==> src/rtl/stream_pkg.sv <==
// Shared constants and helpers for the stream demultiplexer family.
// Latency: n/a (package only).
// Backpressure: n/a (package only).
package stream_pkg;

  localparam int DEF_WIDTH    = 8;
  localparam int DEF_CHANNELS = 4;

  // Ceiling log2; callers guarantee n >= 2 so the result is never zero.
  function automatic int clog2(input int n);
    int r;
    r = 0;
    while ((1 << r) < n) r++;
    return r;
  endfunction

  // Bit offset of channel ch inside a flat CHANNELS*width bus.
  function automatic int chan_offset(input int ch, input int width);
    return ch * width;
  endfunction

endpackage

==> src/rtl/stream_demux_n_if.sv <==
// Bundle of the source-side and sink-side stream signals of the demux.
// Latency: n/a (wiring only).
// Backpressure: in_ready toward the source, out_ready per sink channel.
interface stream_demux_n_if import stream_pkg::*; #(
  parameter int WIDTH    = DEF_WIDTH,
  parameter int CHANNELS = DEF_CHANNELS,
  parameter int SEL_W    = clog2(CHANNELS)
) ();

  logic                      in_valid;
  logic                      in_ready;
  logic                      bcast;
  logic [WIDTH-1:0]          in_data;
  logic [SEL_W-1:0]          in_sel;
  logic [CHANNELS-1:0]       out_valid;
  logic [CHANNELS-1:0]       out_ready;
  logic [CHANNELS*WIDTH-1:0] out_data;

  // The demux itself: consumes the source beat, drives the sinks.
  modport slave (
    input  in_valid, bcast, in_data, in_sel, out_ready,
    output in_ready, out_valid, out_data
  );

  // The environment: drives the source beat and the sink readies.
  modport master (
    output in_valid, bcast, in_data, in_sel, out_ready,
    input  in_ready, out_valid, out_data
  );

endinterface

==> src/rtl/demux_slot.sv <==
// One-entry registered holding slot feeding a single sink channel.
// Latency: 1 cycle from load to valid.
// Backpressure: free whenever empty or being drained this cycle.
module demux_slot #(
  parameter int WIDTH = 8
) (
  input  logic             clk,
  input  logic             rst_n,
  input  logic             load,
  input  logic [WIDTH-1:0] din,
  input  logic             pop_ready,
  output logic             valid,
  output logic [WIDTH-1:0] dout,
  output logic             free
);

  logic             r_valid;
  logic [WIDTH-1:0] r_data;

  // Load wins over pop so a simultaneous pop+load keeps valid high with new data.
  always_ff @(posedge clk or negedge rst_n) begin
    if (!rst_n) begin
      r_valid <= 1'b0;
      r_data  <= '0;
    end else if (load) begin
      r_valid <= 1'b1;
      r_data  <= din;
    end else if (r_valid && pop_ready) begin
      r_valid <= 1'b0;
    end
  end

  assign valid = r_valid;
  assign dout  = r_data;
  assign free  = !r_valid || pop_ready;

endmodule

==> src/rtl/stream_demux_n.sv <==
// Routes one valid/ready stream to one of CHANNELS sinks, or to all of them.
// Latency: 1 cycle from accept to out_valid; err_sel pulses 1 cycle after a drop.
// Backpressure: in_ready follows the target slot (AND of all slots in broadcast).
module stream_demux_n import stream_pkg::*; #(
  parameter int WIDTH    = DEF_WIDTH,
  parameter int CHANNELS = DEF_CHANNELS,
  parameter int SEL_W    = clog2(CHANNELS),
  parameter int CNT_W    = 8
) (
  input  logic                clk,
  input  logic                rst_n,
  input  logic                enable,
  stream_demux_n_if.slave     bus,
  output logic                err_sel,
  output logic [CNT_W-1:0]    drop_count
);

  localparam logic [SEL_W:0] CH_LIMIT = CHANNELS[SEL_W:0];

  logic                      w_sel_ok;
  logic [CHANNELS-1:0]       w_sel_hot;
  logic [CHANNELS-1:0]       w_slot_free;
  logic [CHANNELS-1:0]       w_slot_valid;
  logic [CHANNELS-1:0]       w_load;
  logic [WIDTH-1:0]          w_dout [CHANNELS];
  logic [CHANNELS*WIDTH-1:0] w_out_data;
  logic                      w_in_ready;
  logic                      w_accept;
  logic                      w_drop;
  logic                      r_err_sel;
  logic [CNT_W-1:0]          r_drop_count;

  assign w_sel_ok = ({1'b0, bus.in_sel} < CH_LIMIT);

  // One-hot decode of the destination; all zero for an out-of-range select.
  always_comb begin
    w_sel_hot = '0;
    for (int i = 0; i < CHANNELS; i++) begin
      w_sel_hot[i] = w_sel_ok && (bus.in_sel == SEL_W'(i));
    end
  end

  // Ready toward the source: broadcast needs every slot, unicast its own, bad selects are sunk.
  always_comb begin
    w_in_ready = 1'b0;
    if (enable) begin
      if (bus.bcast)     w_in_ready = &w_slot_free;
      else if (w_sel_ok) w_in_ready = |(w_sel_hot & w_slot_free);
      else               w_in_ready = 1'b1;
    end
  end

  assign w_accept = bus.in_valid && w_in_ready;
  assign w_drop   = w_accept && !bus.bcast && !w_sel_ok;

  // Broadcast only accepts when all slots are free, so it always loads every slot at once.
  always_comb begin
    w_load = '0;
    for (int i = 0; i < CHANNELS; i++) begin
      w_load[i] = w_accept && (bus.bcast || w_sel_hot[i]);
    end
  end

  for (genvar g = 0; g < CHANNELS; g++) begin : g_slot
    demux_slot #(.WIDTH(WIDTH)) u_slot (
      .clk       (clk),
      .rst_n     (rst_n),
      .load      (w_load[g]),
      .din       (bus.in_data),
      .pop_ready (bus.out_ready[g]),
      .valid     (w_slot_valid[g]),
      .dout      (w_dout[g]),
      .free      (w_slot_free[g])
    );
  end

  // Pack the per-channel slot outputs onto the flat output bus.
  always_comb begin
    w_out_data = '0;
    for (int i = 0; i < CHANNELS; i++) begin
      w_out_data[chan_offset(i, WIDTH) +: WIDTH] = w_dout[i];
    end
  end

  // Error pulse and saturating drop counter for beats sunk on an invalid select.
  always_ff @(posedge clk or negedge rst_n) begin
    if (!rst_n) begin
      r_err_sel    <= 1'b0;
      r_drop_count <= '0;
    end else begin
      r_err_sel <= w_drop;
      if (w_drop && (r_drop_count != {CNT_W{1'b1}})) begin
        r_drop_count <= r_drop_count + 1'b1;
      end
    end
  end

  assign bus.in_ready  = w_in_ready;
  assign bus.out_valid = w_slot_valid;
  assign bus.out_data  = w_out_data;
  assign err_sel       = r_err_sel;
  assign drop_count    = r_drop_count;

endmodule

==> src/flat_wrapper.sv <==
// flat-port wrapper written by rule: the top's interface ports become plain ports
module stream_demux_n_flat import stream_pkg::*;
#(
  parameter int WIDTH    = DEF_WIDTH,
  parameter int CHANNELS = DEF_CHANNELS,
  parameter int SEL_W    = clog2(CHANNELS),
  parameter int CNT_W    = 8
)
  (clk, rst_n, enable, err_sel, drop_count, bus_in_valid, bus_bcast, bus_in_data, bus_in_sel, bus_out_ready, bus_in_ready, bus_out_valid, bus_out_data);
  stream_demux_n_if #(.WIDTH(WIDTH), .CHANNELS(CHANNELS), .SEL_W(SEL_W)) bus_i ();
  input  logic clk;
  input  logic rst_n;
  input  logic enable;
  output logic err_sel;
  output logic [CNT_W-1:0] drop_count;
  input wire logic [$bits(bus_i.in_valid)-1:0] bus_in_valid;
  input wire logic [$bits(bus_i.bcast)-1:0] bus_bcast;
  input wire logic [$bits(bus_i.in_data)-1:0] bus_in_data;
  input wire logic [$bits(bus_i.in_sel)-1:0] bus_in_sel;
  input wire logic [$bits(bus_i.out_ready)-1:0] bus_out_ready;
  output wire logic [$bits(bus_i.in_ready)-1:0] bus_in_ready;
  output wire logic [$bits(bus_i.out_valid)-1:0] bus_out_valid;
  output wire logic [$bits(bus_i.out_data)-1:0] bus_out_data;
  assign bus_i.in_valid = bus_in_valid;
  assign bus_i.bcast = bus_bcast;
  assign bus_i.in_data = bus_in_data;
  assign bus_i.in_sel = bus_in_sel;
  assign bus_i.out_ready = bus_out_ready;
  assign bus_in_ready = bus_i.in_ready;
  assign bus_out_valid = bus_i.out_valid;
  assign bus_out_data = bus_i.out_data;
  stream_demux_n #(.WIDTH(WIDTH), .CHANNELS(CHANNELS), .SEL_W(SEL_W), .CNT_W(CNT_W)) u_core (.clk(clk), .rst_n(rst_n), .enable(enable), .bus(bus_i), .err_sel(err_sel), .drop_count(drop_count));
endmodule
==> config.mk <==
export PLATFORM = sky130hd
export DESIGN_NAME = stream_demux_n_flat
export DESIGN_NICKNAME = d
export VERILOG_FILES = /design/src/rtl/stream_pkg.sv /design/src/rtl/stream_demux_n_if.sv /design/src/rtl/demux_slot.sv /design/src/rtl/stream_demux_n.sv /design/src/flat_wrapper.sv
export SDC_FILE = /design/constraint.sdc
export NUM_CORES = 1
export LEC_CHECK = 0
export CORE_MARGIN = 2
export CORE_UTILIZATION = 45
export DETAILED_ROUTE_END_ITERATION = 16
export DONT_BUFFER_PORTS = 1
export PLACE_DENSITY = 0.63
export SLEW_MARGIN = 20
export SYNTH_ARGS = -nofsm -noshare
export SYNTH_HDL_FRONTEND = slang
export SYNTH_SLANG_ARGS = --single-unit
==> constraint.sdc <==
create_clock -name clk -period 3.2 [get_ports clk]
set_input_delay 0.64 -clock clk [delete_from_list [all_inputs] [get_ports clk]]
set_output_delay 0.64 -clock clk [all_outputs]
set_load 0.03 [all_outputs]
==> summary.md <==
| Metric | Value |
|---|---|
| Final #Nets | 128 |
| Data arrival, critical path | 1.91 ns |
| Max-Slew Margin vs Limit | 63.30% |
| Die width | 66.10 um |
| CP required | 2.56 ns |
| Tmin final | 2.554 ns |
| Kind of critical path | reg -> out |
| FF+latch count, synth | 36 |
| Routed Antenna Nets | 0 |
| Layout cells sized above 1 | 45.45% |
| Register area share after synthesis | 51.91% |
| Max Clk Rate | 391.6 MHz |
| Number of core rows | 22 |
| DRT iter0 DRCs | 37 |
| # IOs | 65 |
| Detailed-route via count | 816 |
| Routed WL per cell | 19.85 um |
| Die area | 4369 um2 |
| Max layer used | met4 |
| Hold Path Class | in -> async |
| # DRC | 0 |
| Met3 Routed Length | 269 um |
| Setup TNS | 0 ns |
| Initial core utilization | 47.05% |
| CTS tree | yes |
| Via-to-Cell Ratio | 5.165 |
| Fin. max-slew vios | 0 |
| Worst-path clk slew | 0.07 ns |
| RSZ-0062 raised after global routing | false |
| Die height | 66.10 um |
| TritonRoute pass-1 iters | 4 |
| Core Region | 3689 um2 |
| Worst VDD drop | 415.1 uV |
| Antenna diode count | 0 |
| Startpoint types | register |
| WL met1 | 1235 um |
| Area Overhead vs Synth | 4.614% |
| Worst Max-Slew Pin Slew | 0.5479 ns |
| Gpl congestion | 0.6591 |
| CTS max path bufs | 2 |
| Clock Skews | 0.001494 ns |
| Skew-Pair Late Insertion Delay | 0.28 ns |
| Total GRT Usage | 15.89% |
| Avg Cell Area, Syn | 16.07 um2 |
| Sink Count | 36 |
| Synth Cell Area | 1735 um2 |
| Max FO, Critical Path | 5 |
| CTS root buf | clkbuf_8 |
| I/O Buffers | 0 |
| Setup Buffers After CTS | 0 |
| Status | completed |
| Final Hold Vio Count | 0 |
| Syn Inst Count | 108 |
| Hold Buf Count CTS | 0 |
| Pwr dens | 812.1 nW/um2 |
| Yosys warnings | 0 |
| Final setup viols | 0 |
| Antenna violations before repair | 0 |
| Resized Gates After CTS | 0 |
| Global-route wire length before repair | 4885 um |
| Yosys cell types | 16 |
| Setup crit end kind | output port |
| Met2 wire len | 1584 um |
| Lkg Pwr | 0.0009127 uW |
| H-tree depth | 2 |
| Final cycle utilization of the critical path | 79.80% |
| Fin cells | 158 |
| Vias in the first global route | 875 |
| Total wire length | 3137 um |
| Inst Count DP | 150 |
| Max-Cap Viols | 0 |
| Largest net degree at the start of global routing | 37 |
| Overflow left after global routing | 0 |
| TritonCTS Buffers | 5 |
cells in the final DEF, fill, tap and decap left out:
master,synthesis,layout
nand2b_4,4,4
o211a_1,1,1
a41o_1,1,1
clkinv_2,0,2
conb_1,1,9
mux2_4,32,32
dfrtp_1,36,36
or2_2,1,1
nand2_1,5,5
a21oi_1,4,4
mux4_2,1,1
nor2_1,1,1
nand2b_1,2,2
inv_1,1,1
clkbuf_8,0,6
o211ai_4,4,4
synth_stat cells:
library cell	n	area, um2
mux4_2	1	22.52
inv_1	1	3.750
buf_4	13	97.59
nand2b_1	2	12.51
o211ai_4	4	85.08
or2_2	1	6.260
mux2_4	32	480.5
buf_2	1	5.000
conb_1	1	3.750
dfrtp_1	36	900.9
a41o_1	1	10.01
nand2_1	5	18.77
nand2b_4	4	55.05
nor2_1	1	3.750
a21oi_1	4	20.02
o211a_1	1	10.01
registers in the layout (all words and copies together), names as in the netlist:
| signal | count |
|---|---|
| u_core.g_slot.u_slot.dout | 32 |
| u_core.g_slot.u_slot.valid | 4 |
metal layers:
layer  vias to the layer above  global-route usage (%)
met2                        41                   24.38
met5                         -                       0
met1                       409                   19.43
li1                        361                       -
met4                         0                   5.357
met3                         5                   7.836
area by class of cell:
class	instances	area, um2
Fill cell	332	1873
Sequential cell	36	900.9
Multi-Input combinational cell	65	758.2
Clock buffer	6	82.58
Tap cell	48	60.06
Clock inverter	2	10.01
Inverter	1	3.754
power breakdown:
group          total [uW]  internal [uW]  switching, uW
sequential            902            569            333
combinational         242            166           76.7
clock                 330            172            159
total                1470            906            568
worst max-delay path, cell delays in order, from the launching register on:
cell	delay, ns
dfrtp_1	0.56
nand2b_4	0.09
mux4_2	0.62
o211a_1	0.37
logic make-up after synthesis:
group                  after synthesis  share of synthesized area [%]
buffers and inverters               15                          6.128
AO/OA/AOI/OAI                       10                          7.210
other                                1                         0.2161
flip-flops                          36                          51.91
multiplexers                        33                          28.98
AND/OR/NAND/NOR                     13                          5.551
through the flow:
step,util [%],hold slack [ns],area (um2),total power [uW],worst slack [ns]
after floorplan,-,0.3444,1765,1124,0.8497
after global placement,46.71,0.3451,1723,1145,0.8129
after detailed placement,46.71,0.3449,1723,1156,0.8098
after CTS,49.22,0.02995,1815,1491,0.6260
after global routing,49.22,0.01372,1815,1545,0.5916
final,49.22,0.04399,1815,1474,0.6464
final timing paths:
path	to	startpoint	depth (start not counted)	slack (ns)
max	bus_in_ready	u_core.g_slot[3].u_slot.valid$_DFFE_PN0P_	3	0.65
min	u_core.g_slot[2].u_slot.dout[1]$_DFFE_PN0P_	rst_n	0	0.04
max reg2reg	u_core.g_slot[0].u_slot.dout[7]$_DFFE_PN0P_	u_core.g_slot[3].u_slot.valid$_DFFE_PN0P_	4	0.97
min reg2reg	u_core.g_slot[3].u_slot.valid$_DFFE_PN0P_	u_core.g_slot[3].u_slot.valid$_DFFE_PN0P_	2	0.72
max in group asynchronous	u_core.g_slot[3].u_slot.dout[6]$_DFFE_PN0P_	rst_n	0	3.07
min in group clk	u_core.g_slot[2].u_slot.dout[1]$_DFFE_PN0P_	bus_in_data[1]	1	0.50
(Power assumes the default switching activity.)
